==> src/rtl/shared_debounce_scheduler.sv <==
`default_nettype none
// ============================================================================
//  Module   : shared_debounce_scheduler
//  Purpose  : N-button debouncer sharing one settle counter via round-robin
//  Revision : 1.0  initial release
// ============================================================================
module shared_debounce_scheduler #(
    parameter int N     = 4,
    parameter int IW    = 2,
    parameter int COUNT = 3,
    parameter int CW    = 2
) (
    input  logic          clk,
    input  logic          reset,
    input  logic [N-1:0]  btn_raw,
    output logic [N-1:0]  btn_db,
    output logic [N-1:0]  press_pulse,
    output logic [N-1:0]  release_pulse,
    output logic          busy,
    output logic [IW-1:0] active_idx
);

    localparam logic [1:0]    c_idle       = 2'd0;
    localparam logic [1:0]    c_timing     = 2'd1;
    localparam logic [1:0]    c_commit     = 2'd2;
    localparam logic [CW-1:0] c_last_count = CW'(COUNT - 1);

    logic [1:0]    r_state;
    logic [CW-1:0] r_count;
    logic [IW-1:0] r_rr_ptr;
    logic          r_target;

    logic [N-1:0]  w_mismatch;
    logic          w_grant_valid;
    logic [IW-1:0] w_grant_idx;
    logic [IW-1:0] w_cand;
    logic [IW-1:0] w_next_ptr;
    logic [N-1:0]  w_onehot;
    logic          w_sample;

    assign w_mismatch = btn_raw ^ btn_db;
    assign w_sample   = btn_raw[active_idx];
    assign w_next_ptr = IW'((int'(active_idx) + 1) % N);
    assign w_onehot   = N'(1) << active_idx;
    assign busy       = (r_state != c_idle);

    // Descending scan so the candidate closest to rr_ptr (upward, wrapping) wins.
    always_comb begin
        w_grant_valid = 1'b0;
        w_grant_idx   = '0;
        w_cand        = '0;
        for (int k = N - 1; k >= 0; k--) begin
            w_cand = IW'((int'(r_rr_ptr) + k) % N);
            if (w_mismatch[w_cand]) begin
                w_grant_valid = 1'b1;
                w_grant_idx   = w_cand;
            end
        end
    end

    always_ff @(posedge clk or posedge reset) begin
        if (reset) begin
            r_state       <= c_idle;
            r_count       <= '0;
            r_rr_ptr      <= '0;
            r_target      <= 1'b0;
            btn_db        <= '0;
            press_pulse   <= '0;
            release_pulse <= '0;
            active_idx    <= '0;
        end else begin
            press_pulse   <= '0;
            release_pulse <= '0;
            case (r_state)
                c_idle: begin
                    if (w_grant_valid) begin
                        active_idx <= w_grant_idx;
                        r_target   <= btn_raw[w_grant_idx];
                        r_count    <= '0;
                        r_state    <= c_timing;
                    end
                end
                c_timing: begin
                    if (w_sample != r_target) begin
                        r_rr_ptr <= w_next_ptr;
                        r_state  <= c_idle;
                    end else if (r_count == c_last_count) begin
                        btn_db[active_idx] <= r_target;
                        if (r_target) begin
                            press_pulse <= w_onehot;
                        end else begin
                            release_pulse <= w_onehot;
                        end
                        r_state <= c_commit;
                    end else begin
                        r_count <= r_count + 1'b1;
                    end
                end
                c_commit: begin
                    r_rr_ptr <= w_next_ptr;
                    r_state  <= c_idle;
                end
                default: r_state <= c_idle;
            endcase
        end
    end

endmodule
`default_nettype wire

==> config.mk <==
export PLATFORM = sky130hd
export DESIGN_NAME = shared_debounce_scheduler
export DESIGN_NICKNAME = d
export VERILOG_FILES = /design/src/rtl/shared_debounce_scheduler.sv
export SDC_FILE = /design/constraint.sdc
export NUM_CORES = 1
export LEC_CHECK = 0
export CAP_MARGIN = 0
export CELL_PAD_IN_SITES_DETAIL_PLACEMENT = 2
export CELL_PAD_IN_SITES_GLOBAL_PLACEMENT = 2
export CORE_MARGIN = 4
export CORE_UTILIZATION = 32
export DETAILED_ROUTE_END_ITERATION = 16
export HOLD_SLACK_MARGIN = 0.1
export PLACE_DENSITY = 0.84
export RECOVER_POWER = 100
export SYNTH_ARGS = -nofsm -noshare
export SYNTH_HDL_FRONTEND = slang
export SYNTH_SLANG_ARGS = --single-unit
==> constraint.sdc <==
create_clock -name clk -period 2.4 [get_ports clk]
set_clock_uncertainty 0.1 [all_clocks]
set_input_delay 0.24 -clock clk [delete_from_list [all_inputs] [get_ports clk]]
set_output_delay 0.24 -clock clk [all_outputs]
set_load 0.01 [all_outputs]
# Yosys cells after proc, flatten, opt, wreduce, memory -nomap -nowiden
# Index checks and enable logic that the tools add are counted.
dict set report word_totals {
  ff_bits 21
  elab_cells 83
  in_bits 6
  out_inout_bits 15
}
dict set report op_classes {
  n_shift 1
  magnitude_cmp 7
  n_reduce_logical 10
  bitwise_logic 2
  mux 41
  n_eq_ne 9
  add_sub_neg 5
}
# operator count
set ops {}
lappend ops {{$mux 4} 8}
lappend ops {{$mux 2} 11}
lappend ops {{$lt 2x3->1 const B} 6}
lappend ops {{$bmux 1 s2} 6}
lappend ops {{$pmux 2 s2} 3}
lappend ops {{$mux 1} 11}
lappend ops {{$ne 2x2->1 const B} 4}
lappend ops {{$add 2x1->2 const B} 3}
lappend ops {{$reduce_and 2->1} 3}
lappend ops {{$reduce_bool 2->1} 3}
lappend ops {{$add 2x2->2 const B} 2}
lappend ops {{$bwmux 4} 1}
lappend ops {{$eq 2x2->1 const B} 2}
lappend ops {{$reduce_and 4->1} 1}
lappend ops {{$shl 1x2->4 const A} 1}
lappend ops {{$xor 4x4->4} 1}
lappend ops {{$ne 3x3->1 const B} 1}
lappend ops {{$reduce_and 3->1} 1}
lappend ops {{$demux 1 s2} 1}
lappend ops {{$eq 2x1->1 const B} 1}
lappend ops {{$ge 2x1->1 const B} 1}
lappend ops {{$logic_not 2->1} 1}
lappend ops {{$logic_and 1x1->1} 1}
lappend ops {{$ne 1x1->1} 1}
lappend ops {{$not 1->1} 1}

# Depth between registers and ports, before layout
# Gate-level depths: netlist of the first run.
dict set report logic_depth {
  depth_word 9
  depth_mapped 7
  depth_no_buf 6
}

# Worst setup path before layout of the first run
# No wires, ideal clock.
dict set report synth_path {
  path_kind {register -> register}
  startpoint {register active_idx[1]}
  endpoint {register btn_db[0]}
  setup_time_ns 0.118
  arrival_time_ns 1.870
  stages_incl_launch_ff 8
  synth_period_minus_slack_ns 2.088
  t_required_ns 2.182
  n_path_buf 1
  slack_ns 0.312
  path_cell_list {dfrtp_1 mux4_2 xnor2_1 and2b_1 and2_4 buf_6 and3_4 a21o_1}
}
dict set report synth_between {
  elab_chain_len 5
  elab_cells_between_ends 11
  classes_between {order compare (2); eq/ne (1); mux (5); bitwise (1); reduce/logical (2)}
}
# item line_no
set synth_lines {}
lappend synth_lines {{start: declaration} 20} ;# output logic [IW-1:0] active_idx
lappend synth_lines {{start signal: assignment} 77} ;# active_idx <= w_grant_idx;
lappend synth_lines {{$lt 2x3->1 (implied by the code) (tied with other cells)} 88} ;# btn_db[active_idx] <= r_target;
lappend synth_lines {{$logic_and 1x1->1 (implied by the code) or $mux 1 (tied branches)} {88, 42}}
lappend synth_lines {{$mux 1 (implied by the code) or $ne 1x1->1 (tied branches)} {88, 84}}
lappend synth_lines {{$demux 1 s2 or $not 1->1 (tied branches)} -}
lappend synth_lines {{$bwmux 4 or $reduce_and 3->1 (tied branches)} -}
lappend synth_lines {{end signal: indexed assignment} 88}
lappend synth_lines {{end: declaration} 16} ;# output logic [N-1:0] btn_db,
# Several ways; a longest one is shown, not always the timed one. The select of a mux whose other input is x is not followed.
# A chain may end at the register's enable or synchronous reset.

# Worst setup path in the final report of the first run
dict set report layout_path {
  startpoint {register active_idx[1]}
  endpoint {register btn_db[3]}
}
# The elaborated chain is that of the path after synthesis.

==> out/qor.csv, run 1 <==
metric,value,unit
grt_pass1_wl,4.57,mm
cts.htree.levels,1,
fmax,456,MHz
grt_start_max_net_pins,22,
ant_nets,0,
path_buf_inv,0,
cpMaxStageDelayCell,mux4_2,
cp_data_arrival_time,2.30,ns
irDropWorstVdd,0.000480,V
diodes,0,
synth_top_family_by_area,simple AND/OR/NAND/NOR gates,
max-slew-margin-rel,48.0,%
dpl-instance-area,1360,um^2
gp_congestion,0.861,
tightest_slew,0.779,ns
yosys.area_share.xor_xnor,4.84,%
final_util,43.2,%
max_stage_delay,0.56,ns
leakage,0.689,nW
critPathTopFamily,simple AND/OR/NAND/NOR gates,
crit_required,2.51,ns
die_w,66.2,um
ys_warn_count,0,
status,"complete, no violations",
start_util,34.4,%
hpwl,2.26,mm
route.detailed.drc,0,
drt_pass1_iterations,3,
rsz0062_at_grt,false,
crit_type,reg2reg,
ctsLongestPathBuffers,2,
p_total,1.51,mW
port_buffers,20,
clock_sinks,21,
core,3150,um^2
antenna_found_initial,0,
synth_cell_type_count,35,
syn_nets,108,
finalCriticalPeriod,2.20,ns
first_iter_violations,27,
finish.instance_area,1360,um^2
ys_seq_elements,21,
synthAdderAreaFrac,5.77,%
fin_setup_tns,0,ns
min_path_type,reg2reg,
cp-end-kind,register,
hold_violations,0,
clkLatencyLatePin,0.30,ns
drt-wirelength-per-cell,16.5,um
postCtsResizedCells,0,
muxShareOfSynthArea,4.96,%
synthCells,97,
cts_tree,done,
area_growth_syn_to_layout,25.5,%
clkTransAtPathRegs,0.12,ns
seq_area_frac_synth,48.4,%
vias_per_cell,4.96,
slew_violations,0,
drive_above_1_share,10.5,%
syn_area,1080,um^2
rows,20,
nets,136,
synth_compound_area_share,13.8,%
crit_path_start_kind,register,
vias,834,
die_h,66.2,um
cts_root_buffer,clkbuf_4,
dieArea,4390,um^2
crit_fanout,10,
numCtsBuffers,3,
cap_violations,0,
post-route-period-util,91.5,%
grt_overflow,0,
grt_pass1_vias,895,
grt_usage,14.1,%
yosys.area_share.simple,18.7,%
hold_buffers,0,
syn_area_per_cell,11.2,um^2
wirelength,2.77,mm
powerDensity,1110,nW/um^2
ioPinCount,21,
post-cts-setup-buffers,0,
setup_viol,0,
cp_cell_sequence,mux4_2 -> xnor2_1 -> and2b_1 -> and2_4 -> and3_1 -> a21o_1,
[state kept, by name (all words and copies together) (netlist names)]
name and count:
release_pulse 4, r_count 2, r_target 1, r_rr_ptr 2, r_state 2, btn_db 4, press_pulse 4, active_idx 2
[cell usage after synthesis (all sizes together)]
master,count,share of area [%]
nor4b,1,0.81
and3,4,4.2
o21ai,9,4.2
nor3,1,0.46
o22ai,1,0.58
and2b,2,1.6
inv,7,2.4
a211o,1,0.81
xor2,2,1.6
ha,5,5.8
and2,5,3.1
a211oi,2,1.8
nand2b,3,1.7
nand3,1,0.46
nor2b,1,0.58
nand2,8,2.8
dfrtp,21,48
mux2,1,1.0
a221oi,1,0.81
nor3b,1,0.69
o41a,1,1.0
a41o,1,0.92
mux2i,2,1.8
or2,2,1.2
a21o,4,2.8
xnor2,4,3.2
or2b,1,0.81
a21oi,2,0.92
buf,1,1.0
nor2,1,0.35
mux4,1,2.1
[layout by cell type, fill, tap and decap left out, types with 3 or more instances in the layout]
| cell | instances |
|---|---|
| o21ai_0 | 8 |
| buf_4 | 3 |
| nand2b_1 | 3 |
| clkdlybuf4s50_1 | 4 |
| clkbuf_4 | 3 |
| dfrtp_1 | 21 |
| xnor2_1 | 4 |
| a21o_1 | 4 |
| nand2_1 | 8 |
| and3_1 | 4 |
| inv_1 | 7 |
| and2_0 | 4 |
| dlygate4sd3_1 | 16 |
| ha_1 | 5 |
[report_power, final]
part,switching (mW),total [mW],leakage (nW),internal (mW)
logic,0.391,0.763,0.398,0.372
registers,0.125,0.576,0.276,0.451
clock network,0.109,0.174,0.0150,0.0647
[final timing paths]
check                               from          endpoint  slack [ns]  depth (start not counted)
max                        active_idx[1]         btn_db[3]        0.20                          6
min in group asynchronous          reset        r_count[1]        0.40                          2
min                           r_count[0]        r_count[0]        0.38                          1
min reg2reg                   r_count[0]        r_count[0]        0.38                          1
max reg2reg                active_idx[1]         btn_db[3]        0.20                          6
max in group asynchronous          reset  release_pulse[3]        1.31                          2
[cell families (layout without fill, tap and decap cells)]
kind of cell	count (synthesis)	after routing
AO/OA/AOI/OAI	22	22
XOR/XNOR	6	6
adder cells (fa/ha/maj)	5	5
buffers and inverters	8	35
flip-flops	21	21
multiplexers	4	4
AND/OR/NAND/NOR	31	31
[routing by layer]
metal	global-route usage, %	wire [um]	vias up
met1	16.8	1210	423
met4	4.57	53	0
met2	25.2	1430	16
met3	2.38	75	6
li1	-	-	389
met5	0	0	-
[area by class of cell]
class / instances / area, um^2
Clock buffer: 4 / 26.3
Fill cell: 361 / 1790
Inverter: 7 / 26.3
Multi-Input combinational cell: 68 / 502
Sequential cell: 21 / 526
Tap cell: 44 / 55.1
Timing Repair Buffer: 24 / 226
[per-stage QoR]
| step | cells | hold WS (ns) | worst slack, ns |
|---|---|---|---|
| 3_5_place_dp | 164 | 0.375 | 0.0115 |
| 3_3_place_gp | 164 | 0.362 | 0.0511 |
| 4_1_cts | 168 | 0.305 | 0.196 |
| 2_1_floorplan | 97 | 0.117 | 0.312 |
| 6_report | 168 | 0.385 | 0.205 |
| 5_1_grt | 168 | 0.430 | 0.0671 |
(Power assumes the default switching activity.)
==> inputs of run 2 (changes only) <==
--- a/config.mk
+++ b/config.mk
@@ -5,15 +5,17 @@
 export SDC_FILE = /design/constraint.sdc
 export NUM_CORES = 1
 export LEC_CHECK = 0
+export ABC_AREA = 1
 export CAP_MARGIN = 0
 export CELL_PAD_IN_SITES_DETAIL_PLACEMENT = 2
 export CELL_PAD_IN_SITES_GLOBAL_PLACEMENT = 2
 export CORE_MARGIN = 4
-export CORE_UTILIZATION = 32
+export CORE_UTILIZATION = 31
 export DETAILED_ROUTE_END_ITERATION = 16
 export HOLD_SLACK_MARGIN = 0.1
-export PLACE_DENSITY = 0.84
+export PLACE_DENSITY = 0.85
 export RECOVER_POWER = 100
+export SETUP_SLACK_MARGIN = 0.3
 export SYNTH_ARGS = -nofsm -noshare
 export SYNTH_HDL_FRONTEND = slang
 export SYNTH_SLANG_ARGS = --single-unit
==> out/qor.csv, run 2 <==
metric,value,unit,change
status,"complete, no violations",,
largestRegisters,"btn_db: 4 flops, press_pulse: 4 flops, release_pulse: 4 flops",,
tightest_slew,0.824,ns,+0.0449 ns
cts_root_buffer,clkbuf_8,,
layout_setup_ws,0.317,ns,+0.112 ns
cap_violations,0,,unchanged
irDropWorstVdd,0.000464,V,-3.4%
crit_fanout,5,,-5
min_to,r_count[0],,
grt_start_max_net_pins,22,,unchanged
r2r_end,btn_db[3],,
syn_area_per_cell,8.31,um^2,-26%
yosys.area_share.simple,34.0,%,+15 points
hp-start,r_count[0],,
synthCells,153,,+58%
synthTopCellsByArea,"dfrtp_1 41%, nand2_1 9.2%, nand3_1 6.7%",,
die_h,72.0,um,+8.8%
synth.most_common_cell,nand2_1,,
globalRouteMet1Util,20.7,%,+3.8 points
hold_buffers,0,,unchanged
powerDensity,1460,nW/um^2,+32%
ys_seq_elements,21,,unchanged
syn_nets,164,,+52%
route.detailed.drc,0,,unchanged
first_iter_violations,26,,-3.7%
grt_overflow,0,,unchanged
synth_top_family_by_area,simple AND/OR/NAND/NOR gates,,
cp-end-kind,register,,
fillers,461,,+28%
ctsLongestPathBuffers,2,,unchanged
seq_area_frac_synth,41.3,%,-7.1 points
slew_violations,0,,unchanged
rsz0062_at_grt,true,,
vias,1100,,+32%
fmax,480,MHz,+5.4%
synth_commonest_cells,"31 x nand2_1, 21 x dfrtp_1, 20 x inv_1",,
yosys.area_share.xor_xnor,3.25,%,-1.6 points
synth_edf_count,0,,unchanged
fin_setup_tns,0,ns,unchanged
post-route-period-util,86.8,%,-4.7 points
crit_path_start_kind,register,,
cts.htree.levels,1,,unchanged
hold_depth,2,,+1
reg2reg_depth,10,,+4
drt_pass1_iterations,4,,+1
muxShareOfSynthArea,0,%,-5.0 points
ioPinCount,21,,unchanged
cp_data_arrival_time,2.14,ns,-0.16 ns
layout_common_cells,"34 x nand2_1, 20 x inv_1, 19 x dfrtp_1",,
grt_usage,16.4,%,+2.3 points
stdcell_count,229,,+36%
busiest_layer,met2,,
ys_warn_count,0,,unchanged
rrSetupSlack,0.32,ns,+0.11 ns
crit_type,reg2reg,,
post-place-cells,221,,+35%
antenna_found_initial,0,,unchanged
place_ws,0.161,ns,+0.150 ns
finalCriticalPeriod,2.08,ns,-0.112 ns
layout_commonest_cell,nand2_1,,
leakage,0.819,nW,+19%
drive_above_1_share,18.4,%,+8.0 points
synth_cell_type_count,23,,-34%
clock_sinks,21,,unchanged
crit_required,2.45,ns,-0.06 ns
syn_area,1270,um^2,+17%
diodes,0,,unchanged
dieArea,5190,um^2,+18%
cts_tree,done,,
synth_compound_area_share,7.78,%,-6.1 points
clkTransAtPathRegs,0.08,ns,-0.04 ns
vias_per_cell,4.80,,-3.2%
die_w,72.0,um,+8.8%
synth_ff_type,dfrtp_1,,
core,3970,um^2,+26%
port_buffers,20,,unchanged
start_util,32.0,%,-2.4 points
area_growth_syn_to_layout,24.6,%,
hpwl,3.07,mm,+36%
wirelength,3.94,mm,+42%
clkLatencyLatePin,0.27,ns,-0.03 ns
max-slew-margin-rel,45.0,%,-3.0 points
ant_nets,0,,unchanged
met3_usage,1.80,%,-0.58 points
fin_hold_ws,0.437,ns,+0.0529 ns
setup_viol,0,,unchanged
nets,191,,+40%
min_path_type,reg2reg,,
synthAdderAreaFrac,4.92,%,-0.85 points
gp_congestion,0.830,,-3.6%
synth_top_area_share,41.3,%,-7.1 points
async_flop_share,100,%,unchanged
rows,23,,+15%
hold_violations,0,,unchanged
numCtsBuffers,3,,unchanged
reg2reg_from,active_idx[1],,
grt_pass1_wl,6.57,mm,+44%
grt_util_met2,29.6,%,+4.4 points
grt_pass1_vias,1273,,+42%
p_total,2.32,mW,+53%
post-synth-top-area-cell,dfrtp_1,,
drt-wirelength-per-cell,17.2,um,+4.2%
==> run 2: metal layers <==
metal | vias to the layer above | share of wire (%)
li1 | 531 | -
met1 | 551 | 42
met2 | 13 | 55
met3 | 5 | 1.5
met4 | 0 | 1.1
met5 | - | 0
==> run 2: cell families (layout without fill, tap and decap cells) <==
family / after synthesis / after routing
AND/OR/NAND/NOR: 80 / 80
buffers and inverters: 26 / 52
adder cells (fa/ha/maj): 5 / 5
flip-flops: 21 / 21
AO/OA/AOI/OAI: 18 / 18
XOR/XNOR: 3 / 3
==> run 2: where the power goes <==
group	internal [mW]	switching [mW]
Combinational	0.539	0.924
Sequential	0.463	0.156
Clock	0.119	0.118
==> run 2: worst max-delay path by stage <==
stage                  startpoint  depth (start not counted)    endpoint  slack [ns]
finish              active_idx[1]                         10   btn_db[3]        0.32
global route        active_idx[1]                         10   btn_db[3]        0.14
CTS                 active_idx[1]                         10   btn_db[3]        0.34
detailed placement     btn_raw[3]                         12  r_count[0]        0.16
global placement       btn_raw[3]                         14    r_target        0.23
floorplan           active_idx[1]                         10   btn_db[0]        0.76
==> run 2: cell type report <==
class	instances	area, um^2	area share (%)
tap	50	62.6	3.95
multi-input combinational	106	623	39.3
inverter	24	95.1	6.00
sequential	21	528	33.3
timing repair buffer	24	230	14.5
clock buffer	4	45.0	2.84
==> run 2: worst max-delay path: stages, from the launching register on <==
cell     delay, ns
dfrtp_2       0.40
inv_1         0.11
a21oi_1       0.13
o21ai_0       0.10
nand2_1       0.14
xor2_2        0.26
nand2_1       0.17
nor2_4        0.21
nand2_1       0.13
nor2_1        0.15
a21oi_1       0.06
==> run 2: what timing repair did <==
action / 4_1_cts / 5_1_grt
endpoints found under the setup margin: 0 / 16
buffers inserted: 0 / 4
gates resized for setup: 0 / 7
==> run 2: metrics by stage <==
stage	cell area [um^2]	util (%)
floorplan	1270	-
global placement	1520	38.2
detailed placement	1520	38.2
CTS	1560	39.4
global route	1580	39.9
finish	1580	39.9
